## src/rtl/mac_conv_ctrl.sv

```systemverilog
// mac_conv_ctrl: sequences a pipelined signed MAC through a 1-D valid convolution
// y[j] = sum_{k<M} x[j+k]*w[k], j = 0..N-M. Each result leaves on a valid/ready stream.
// Completion of a dot product is detected by counting M MAC output strobes, so the
// controller is independent of the MAC pipeline depth.
module mac_conv_ctrl #(
  parameter int N   = 16,
  parameter int M   = 4,
  parameter int DW  = 14,
  parameter int XAW = 4,
  parameter int WAW = 2
) (
  input  logic                   clk,
  input  logic                   reset,
  input  logic                   start,
  output logic                   busy,
  output logic                   done,
  output logic                   x_rd_en,
  output logic [XAW-1:0]         x_addr,
  input  logic signed [DW-1:0]   x_rdata,
  output logic                   w_rd_en,
  output logic [WAW-1:0]         w_addr,
  input  logic signed [DW-1:0]   w_rdata,
  output logic                   mac_reset,
  output logic signed [DW-1:0]   mac_a,
  output logic signed [DW-1:0]   mac_b,
  output logic                   mac_valid_in,
  input  logic signed [2*DW-1:0] mac_f,
  input  logic                   mac_valid_out,
  output logic                   y_valid,
  input  logic                   y_ready,
  output logic signed [2*DW-1:0] y_data,
  output logic [XAW-1:0]         y_idx
);

  typedef enum logic [2:0] {
    S_IDLE  = 3'd0,
    S_CLEAR = 3'd1,
    S_FEED  = 3'd2,
    S_DRAIN = 3'd3,
    S_OUT   = 3'd4
  } state_t;

  // Last output index, last tap index and last expected MAC strobe (count from 0).
  localparam logic [XAW-1:0] J_LAST = XAW'(N - M);
  localparam logic [WAW-1:0] K_LAST = WAW'(M - 1);
  localparam logic [WAW:0]   V_LAST = (WAW + 1)'(M - 1);

  state_t              state_q, state_d;
  logic [XAW-1:0]      j_q, j_d;
  logic [WAW-1:0]      k_q, k_d;
  logic [WAW:0]        vcnt_q, vcnt_d;
  logic                busy_q, busy_d;
  logic                done_q, done_d;
  logic                rd_en_q, rd_en_d;
  logic [XAW-1:0]      x_addr_q, x_addr_d;
  logic [WAW-1:0]      w_addr_q, w_addr_d;
  logic                mac_reset_q, mac_reset_d;
  logic                mac_valid_in_q, mac_valid_in_d;
  logic                y_valid_q, y_valid_d;
  logic [2*DW-1:0]     y_data_q, y_data_d;
  logic [XAW-1:0]      y_idx_q, y_idx_d;

  // Next-state and next-output computation for the sequencer.
  always_comb begin
    state_d        = state_q;
    j_d            = j_q;
    k_d            = k_q;
    vcnt_d         = vcnt_q;
    busy_d         = busy_q;
    done_d         = 1'b0;
    rd_en_d        = rd_en_q;
    x_addr_d       = x_addr_q;
    w_addr_d       = w_addr_q;
    mac_reset_d    = mac_reset_q;
    // Memory data lands one cycle after the read, so the MAC strobe trails the read enable.
    mac_valid_in_d = rd_en_q;
    y_valid_d      = y_valid_q;
    y_data_d       = y_data_q;
    y_idx_d        = y_idx_q;

    case (state_q)
      S_IDLE: begin
        mac_reset_d = 1'b1;
        rd_en_d     = 1'b0;
        if (start) begin
          state_d = S_CLEAR;
          j_d     = {XAW{1'b0}};
          busy_d  = 1'b1;
        end else begin
          state_d = S_IDLE;
        end
      end

      S_CLEAR: begin
        // MAC is held in reset this cycle; first read pair is issued next cycle.
        k_d         = {WAW{1'b0}};
        vcnt_d      = {(WAW + 1){1'b0}};
        state_d     = S_FEED;
        rd_en_d     = 1'b1;
        x_addr_d    = j_q;
        w_addr_d    = {WAW{1'b0}};
        mac_reset_d = 1'b0;
      end

      S_FEED: begin
        vcnt_d = vcnt_q + {{WAW{1'b0}}, mac_valid_out};
        if (k_q == K_LAST) begin
          rd_en_d = 1'b0;
          state_d = S_DRAIN;
        end else begin
          k_d      = k_q + WAW'(1);
          x_addr_d = j_q + XAW'(k_q) + XAW'(1);
          w_addr_d = k_q + WAW'(1);
        end
      end

      S_DRAIN: begin
        if (mac_valid_out) begin
          if (vcnt_q == V_LAST) begin
            // Final accumulation of this dot product: capture it for the output stream.
            y_data_d  = mac_f;
            y_idx_d   = j_q;
            y_valid_d = 1'b1;
            state_d   = S_OUT;
          end else begin
            vcnt_d = vcnt_q + (WAW + 1)'(1);
          end
        end else begin
          vcnt_d = vcnt_q;
        end
      end

      S_OUT: begin
        if (y_ready) begin
          y_valid_d   = 1'b0;
          mac_reset_d = 1'b1;
          if (j_q == J_LAST) begin
            state_d = S_IDLE;
            busy_d  = 1'b0;
            done_d  = 1'b1;
          end else begin
            j_d     = j_q + XAW'(1);
            state_d = S_CLEAR;
          end
        end else begin
          state_d = S_OUT;
        end
      end

      default: begin
        state_d     = S_IDLE;
        busy_d      = 1'b0;
        rd_en_d     = 1'b0;
        mac_reset_d = 1'b1;
        y_valid_d   = 1'b0;
      end
    endcase
  end

  // State and registered-output flops; asynchronous reset aborts any conversion at once.
  always_ff @(posedge clk or negedge reset) begin
    if (!reset) begin
      state_q        <= S_IDLE;
      j_q            <= {XAW{1'b0}};
      k_q            <= {WAW{1'b0}};
      vcnt_q         <= {(WAW + 1){1'b0}};
      busy_q         <= 1'b0;
      done_q         <= 1'b0;
      rd_en_q        <= 1'b0;
      x_addr_q       <= {XAW{1'b0}};
      w_addr_q       <= {WAW{1'b0}};
      mac_reset_q    <= 1'b1;
      mac_valid_in_q <= 1'b0;
      y_valid_q      <= 1'b0;
      y_data_q       <= {(2 * DW){1'b0}};
      y_idx_q        <= {XAW{1'b0}};
    end else begin
      state_q        <= state_d;
      j_q            <= j_d;
      k_q            <= k_d;
      vcnt_q         <= vcnt_d;
      busy_q         <= busy_d;
      done_q         <= done_d;
      rd_en_q        <= rd_en_d;
      x_addr_q       <= x_addr_d;
      w_addr_q       <= w_addr_d;
      mac_reset_q    <= mac_reset_d;
      mac_valid_in_q <= mac_valid_in_d;
      y_valid_q      <= y_valid_d;
      y_data_q       <= y_data_d;
      y_idx_q        <= y_idx_d;
    end
  end

  assign busy         = busy_q;
  assign done         = done_q;
  assign x_rd_en      = rd_en_q;
  assign w_rd_en      = rd_en_q;
  assign x_addr       = x_addr_q;
  assign w_addr       = w_addr_q;
  assign mac_reset    = mac_reset_q;
  assign mac_valid_in = mac_valid_in_q;
  assign mac_a        = x_rdata;
  assign mac_b        = w_rdata;
  assign y_valid      = y_valid_q;
  assign y_data       = y_data_q;
  assign y_idx        = y_idx_q;

endmodule
```

## config.mk

```make
export PLATFORM = sky130hd
export DESIGN_NAME = mac_conv_ctrl
export DESIGN_NICKNAME = d
export VERILOG_FILES = /design/src/rtl/mac_conv_ctrl.sv
export SDC_FILE = /design/constraint.sdc
export NUM_CORES = 1
export LEC_CHECK = 0
export CORE_MARGIN = 2
export CORE_UTILIZATION = 40
export CTS_CLUSTER_SIZE = 24
export DETAILED_ROUTE_END_ITERATION = 8
export GPL_ROUTABILITY_DRIVEN = 0
export PLACE_DENSITY = 0.8
export SLEW_MARGIN = 5
export SYNTH_ARGS = -nofsm -noshare
export SYNTH_HDL_FRONTEND = slang
export SYNTH_SLANG_ARGS = --single-unit
```

## constraint.sdc

```tcl
create_clock -name clk -period 2.3 [get_ports clk]
set_input_delay 0.23 -clock clk [delete_from_list [all_inputs] [get_ports clk]]
set_output_delay 0.23 -clock clk [all_outputs]
set_load 0.1 [all_outputs]
```

======== Yosys cells after proc, flatten, opt, wreduce, memory -nomap -nowiden ========
Cells that the tools add are included.
storage, ports and cells
  RAM bits ................................ 0
  memory bits (read-only) ................. 0
  memories kept ........................... 0
  bits in latches ......................... 0
  register bits ........................... 54
  output and inout port bits .............. 73
  logic and storage cells ................. 89
cells by class
  shift operators ......................... 0
  add/sub/neg operators ................... 6
  bitwise logic cells ..................... 4
  multiply operators ...................... 0
  multiplexer cells ....................... 33
  reduce and logical (&&, ||, !) cells .... 17
  divide/modulo/power cells ............... 0
  $lt $le $gt $ge ......................... 0
  eq/ne operators ......................... 16
operators with widths
  cell                                                 number
  2-to-1 mux 3 bit                                     6
  != test 2 bit, second input constant                 9
  2-to-1 mux 4 bit                                     4
  case mux 4 bit (2 select lines)                      2
  case mux 3 bit (5 select lines)                      1
  2-to-1 mux 1 bit                                     13
  case mux 1 bit (3 select lines)                      4
  AND reduction 4 bit                                  3
  equality test 3 x 2 -> 1 bit, second input constant  3
  case mux 3 bit (3 select lines)                      1
  AND reduction 3 bit                                  3
  adder 4 x 1 -> 4 bit, second input constant          2
  AND reduction 2 bit                                  3
  OR reduction 3 bit                                   2
  adder 4 x 2 -> 4 bit                                 1
  equality test 4 bit, second input constant           1
  inverter 1 bit                                       4
  case mux 2 bit (2 select lines)                      1
  nonzero test 2 bit                                   2
  OR reduction 2 bit                                   2
  adder 3 x 1 -> 3 bit                                 1
  adder 3 x 1 -> 3 bit, second input constant          1
  equality test 3 x 1 -> 1 bit, second input constant  1
  equality test 3 bit, second input constant           1
  5 further kinds                                      5

======== Logic depth before layout (Yosys ltp) ========
Gate-level depths: netlist of the first run.
  word-level depth ........................ 4
  mapped depth ............................ 8
  depth with buffers taken out ............ 8

======== Worst setup path after synthesis of the first run ========
OpenSTA, ideal clock, no wires.
  kind .................................... register to register
  start ................................... register w_addr[0] (netlist name)
  end ..................................... register x_addr_q[0] (netlist: x_addr[0])
  arrival ................................. 2,118 ps
  cell stages (with the launch flop) ...... 5
  path buffers ............................ 0
  setup slack ............................. 55 ps
  cell sequence ........................... dfrtp_1 ha_1 or3b_4 a21oi_4 mux2_4
RTL lines
  item                  line  text
  to (signal assigned)  170   x_addr_q <= {XAW{1'b0}};
  to (signal assigned)  185   x_addr_q <= x_addr_d;
  to (decl)             55    logic [XAW-1:0] x_addr_q, x_addr_d;

==> run_results.csv, run 1 <==
group,metric,value,unit
cts,cts_tree,"yes",
cts,cts_root_buf,"clkbuf_8",
logic_synthesis,synth_area_leader_cell,"dfrtp_1",
finish,drive_gt1_share,34.4,%
logic_synthesis,synth_seq_cells,54,
cts,post_cts_buffers,0,
setup_path,critPathBufInv,0,
logic_synthesis,yosys.area_share.adder,3.96,%
setup_path,worstPathArrival,2020,ps
setup_path,cp_slowest_stage_delay,450,ps
timing,fmax,0.549,GHz
logic_synthesis,synth_compound_area_share,10.8,%
logic_synthesis,syn-cell-area,2720,µm²
detailed_routing,wl,5620,µm
logic_synthesis,ys_seq_area_share,49.7,%
timing,slew_violations,0,
cts,cts_buffer_depth,2,
finish,fin_cells,365,
setup_path,worstSetupPathDepth,4,
cts,ctsHtreeMaxLevel,2,
setup_path,cp-end-kind,"flop",
logic_synthesis,yosysUniqueCellTypes,46,
placed_design,dp.cells,356,
global_routing,track_usage,15.5,%
logic_synthesis,yosysMostFrequentCell,"dfrtp_1",
setup_path,critPathMaxFanout,9,
timing,period_share,79.2,%
timing,slew_headroom,64.2,%
status,run_status,"complete, no violations",
setup_path,r2r_cells,4,
logic_synthesis,synth_ff_type,"dfrtp_1",
hold_path,hp-class,"in -> async",
detailed_routing,viasPerCell,5.28,
detailed_routing,drc,0,
setup_path,required,2500,ps
global_routing,grt_max_degree,33,
timing,finalSetupViolations,0,
placed_design,dp_hpwl,4080,µm
logic_synthesis,yosys.area_share.simple,8.56,%
logic_synthesis,synth-edff-count,0,
cts,clkSlewWorstSetupHoldPaths,100,ps
cts,cts_made_buffers,5,
die,rows,30,
job,drv_cap,0,
die,die_w,86.4,µm
logic_synthesis,syn_nets,303,
detailed_routing,wire_per_inst,15.4,µm
die,start_util,40.7,%
timing,rsz0062_at_grt,"false",
die,pin_count,134,
setup_path,worstSetupStartpointType,"flop",
global_routing,antenna_found_initial,0,
setup_path,rr_startpoint,"w_addr[0]$_DFFE_PN0P_",
placed_design,io_buffers,77,
timing,timing.hold.ws,235,ps
logic_synthesis,synth.area.top_cells,"dfrtp_1 49%, mux2_2 13%, buf_4 8.0%",
finish,fill_cells,627,
timing,finClkSkew,8.39,ps
timing,finalHoldViolCount,0,
cts,worstSkewPairLatency,310,ps
setup_path,path_class,"reg -> reg",
die,core_area,6680,µm²
die,die_h,86.4,µm
logic_synthesis,synthXorXnorAreaFrac,0.644,%
setup_path,cp_slowest_cell,"dfrtp_1",
setup_path,path_cells,"ha_1 > or3b_4 > a21oi_4 > mux2_4",
setup_path,cpLargestDelayFamily,"flip-flops",
logic_synthesis,synthTopCellsByCount,"53 x dfrtp_1, 32 x mux2_2, 29 x buf_4, 14 x nand2_1, 14 x o21ai_0",
cts,cts_num_sinks,54,
setup_path,timing.rr.end,"x_addr[0]$_DFFE_PN0P_",
finish,nNetsFinal,353,
timing,tightest_slew,536,ps
detailed_routing,drt_first_pass_iters,5,
finish,antennaDiodeCount,0,
timing,fin_setup_tns,0,ps
logic_synthesis,syn_inst,234,
setup_path,regToRegSetupSlack,480,ps
detailed_routing,num_vias,1926,
global_routing,grt_remaining_overflow,0,
detailed_routing,drtIter0Drc,79,
global_routing,grt_pass1_wl,9270,µm
logic_synthesis,yosys_warnings,0,
logic_synthesis,syn_area_per_cell,11.6,µm²
finish,area_growth_syn_to_layout,23.4,%
die,die_area,7470,µm²
detailed_routing,ant_nets,0,
logic_synthesis,async_reset_ff_share,100,%
timing,period_minus_slack,1820,ps
logic_synthesis,synth_top_family_by_area,"multiplexers",
logic_synthesis,yosysTopAreaCellShare,48.8,%
logic_synthesis,synthMuxAreaShare,14.6,%
global_routing,grt_pass1_vias,1987,
[routing by layer]
metal / GRT usage, % / share of wire [%]
met5: 0 / 0
met4: 4.69 / 1.1
met3: 4.76 / 7.8
met2: 25.6 / 50
met1: 19.6 / 41
[timing repair]
action	in CTS	in global routing
endpoints found under the hold margin	53	0
resized for setup	0	0
hold buffers	1	0
[through the flow]
| step | instance area (µm²) | setup slack (ps) | util [%] |
|---|---|---|---|
| 4_1_cts | 3350 | 469 | 50.2 |
| 6_report | 3350 | 478 | 50.2 |
| 3_5_place_dp | 3230 | 372 | 48.4 |
| 3_3_place_gp | 3230 | 430 | 48.4 |
| 2_1_floorplan | 2720 | 55.2 | - |
| 5_1_grt | 3350 | 280 | 50.2 |
[cells by family after synthesis]
group / count (synthesis)
AO/OA/AOI/OAI: 43
XOR/XNOR: 2
buffers and inverters: 48
adder cells (fa/ha/maj): 8
flip-flops: 54
multiplexers: 35
AND/OR/NAND/NOR: 44
[layout by cell type (no fill, tap or decap), types with 2 or more instances in the layout]
cell	netlist	final
a32o_1	2	2
a21oi_1	6	6
nor2_1	10	10
inv_1	8	8
o22ai_1	3	3
nand3b_1	2	2
a31oi_1	2	2
clkdlybuf4s50_1	0	31
nand2b_1	2	2
o21ai_0	14	14
nand2_1	14	14
nor3_1	3	3
a22o_1	4	4
dfrtp_1	53	53
ha_1	7	7
buf_4	29	49
mux2_2	32	32
clkbuf_8	0	5
o211ai_1	3	3
nand3_1	4	4
[worst max-delay path by stage]
stage,startpoint,end
5_1_grt,state_q[0]$_DFFE_PN0P_,vcnt_q[2]$_DFFE_PN0P_
2_1_floorplan,w_addr[0]$_DFFE_PN0P_,x_addr[0]$_DFFE_PN0P_
4_1_cts,w_addr[0]$_DFFE_PN0P_,x_addr[0]$_DFFE_PN0P_
6_report,w_addr[0]$_DFFE_PN0P_,x_addr[0]$_DFFE_PN0P_
3_3_place_gp,mac_valid_out,y_idx[2]$_DFFE_PN0P_
3_5_place_dp,mac_valid_out,y_data[16]$_DFFE_PN0P_
[layout make-up]
type                       instances  area, µm²  area share, %
clock buffer                       6       72.6           2.16
clock inverter                     2       37.5           1.12
inverter                           8       30.0          0.895
multi-input combinational        132       1050           31.3
sequential                        54       1350           40.3
tap                               80        100           2.98
timing repair buffer              83        713           21.3
[registers in the layout, summed over array words and instances (netlist names), 2 cells and up]
| name | count |
|---|---|
| x_addr | 4 |
| w_addr | 2 |
| y_data | 28 |
| state_q | 3 |
| y_idx | 4 |
| j_q | 4 |
| vcnt_q | 3 |
Power of run 1 is left out: the tool's default activity adds up to more than one toggle a clock period on the data nets, which glitch-free logic cannot reach.
==> run 2: changes to the inputs <==
==> constraint.sdc (replaced) <==
create_clock -name clk -period 1.7 [get_ports clk]
set_input_delay 0.17 -clock clk [delete_from_list [all_inputs] [get_ports clk]]
set_output_delay 0.17 -clock clk [all_outputs]
set_load 0.1 [all_outputs]
==> run 2 against run 1 <==
Compared with the run above: highest routed layer unchanged; first-iteration DRC count increased by 49%; register-to-register slack got worse by 470 ps; clock skew decreased by 1.3 ps; largest cell class unchanged; wire length about the same; utilization increased by 5.1 points; critical endpoint unchanged; count of clock-buffer cells in the layout unchanged.
==> run_results.csv, run 2 (synthesis gave the netlist of run 1 again) <==
group,metric,value,unit
timing,finalSetupViolations,0,
finish,largest_reg_flops,28,
finish,drive_gt1_share,40.1,%
finish,antennaDiodeCount,0,
setup_path,rr_startpoint,"w_addr[0]$_DFFE_PN0P_",
cts,cts_made_buffers,5,
die,start_util,40.7,%
finish,nNetsFinal,370,
timing,finalHoldViolCount,0,
cts,ctsHtreeMaxLevel,2,
status,run_status,"complete, no violations",
cts,cts_tree,"yes",
detailed_routing,wl,5620,µm
global_routing,antenna_found_initial,0,
setup_path,timing.rr.end,"x_addr[0]$_DFFE_PN0P_",
setup_path,path_class,"reg -> reg",
global_routing,track_usage,15.4,%
die,die_w,86.4,µm
placed_design,io_buffers,77,
detailed_routing,drtIter0Drc,118,
setup_path,cp-end-kind,"flop",
timing,fmax,0.592,GHz
global_routing,grt_pass1_wl,9150,µm
cts,cts_root_buf,"clkbuf_8",
cts,cts_num_sinks,54,
global_routing,grt_remaining_overflow,0,
detailed_routing,drc,0,
detailed_routing,wire_per_inst,14.7,µm
die,pin_count,134,
timing,slew_violations,0,
die,rows,30,
cts,cts_buffer_depth,2,
timing,period_share,99.4,%
setup_path,r2r_cells,4,
placed_design,dp_hpwl,4230,µm
setup_path,worstSetupStartpointType,"flop",
cts,worstSkewPairLatency,300,ps
timing,slew_headroom,75.8,%
hold_path,hp-class,"in -> async",
die,core_area,6680,µm²
finish,area_growth_syn_to_layout,35.9,%
job,drv_cap,0,
detailed_routing,drt_first_pass_iters,4,
timing,rsz0062_at_grt,"true",
die,die_area,7470,µm²
detailed_routing,num_vias,1982,
setup_path,required,1900,ps
global_routing,grt_max_degree,33,
setup_path,regToRegSetupSlack,10,ps
setup_path,critPathMaxFanout,5,
setup_path,worstPathArrival,1890,ps
timing,finClkSkew,7.14,ps
finish,final_cell_mix,"51 x dfrtp_1, 51 x buf_4, 32 x mux2_2",
timing,tightest_slew,363,ps
detailed_routing,viasPerCell,5.19,
global_routing,grt_pass1_vias,1946,
die,die_h,86.4,µm
timing,period_minus_slack,1690,ps
cts,clkSlewWorstSetupHoldPaths,100,ps
timing,timing.hold.ws,320,ps
setup_path,cp-startpoint,"w_addr[0]$_DFFE_PN0P_",
detailed_routing,ant_nets,0,
run 2: how the worst max path moves through the flow:
stage	to	slack, ps	cells after the start
2_1_floorplan	x_addr[0]$_DFFE_PN0P_	-170	4
3_3_place_gp	y_data[6]$_DFFE_PN0P_	6	5
3_5_place_dp	y_data[13]$_DFFE_PN0P_	-50	5
4_1_cts	x_addr[0]$_DFFE_PN0P_	20	4
5_1_grt	x_addr[0]$_DFFE_PN0P_	-20	4
6_report	x_addr[0]$_DFFE_PN0P_	10	4
run 2: metal layers:
metal	GRT usage (%)	up-vias	share of wire (%)	routed length, µm
met2	23.8	83	48	2730
met1	20.6	964	43	2410
li1	-	927	-	-
met3	4.86	8	7.6	426
met5	0	-	0	0
met4	4.69	0	0.98	55
run 2: metrics by stage:
stage          instance area (µm²)  utilization [%]  setup slack [ps]  TNS (ps)  cells
3_3_place_gp                  3560             53.4              5.82         0    372
6_report                      3690             55.3              10.1         0    382
5_1_grt                       3690             55.3             -22.9     -22.9    382
3_5_place_dp                  3560             53.4             -48.2      -798    372
2_1_floorplan                 2740                -              -169      -243    234
4_1_cts                       3680             55.1              16.8         0    381
run 2: what timing repair did:
item / 4_1_cts / 5_1_grt
setup buffers: 0 / 1
endpoints found under the hold margin: 13 / 0
endpoints found under the setup margin: 0 / 3
hold buffers: 1 / 0
resized for setup: 0 / 2
run 2: critical path, cell delays in order (launching register included):
cell and delay, ps:
dfrtp_4 520, ha_4 170, or3b_4 380, a21oi_4 210
mux2_4 310
run 2: layout make-up:
type	instances	area [µm²]
Inverter	8	30.0
Fill cell	584	2990
Tap cell	80	100
Clock inverter	2	37.5
Multi-Input combinational cell	132	1070
Clock buffer	6	72.6
Sequential cell	54	1360
Timing Repair Buffer	100	1030
Power of run 2 is left out for the same reason.
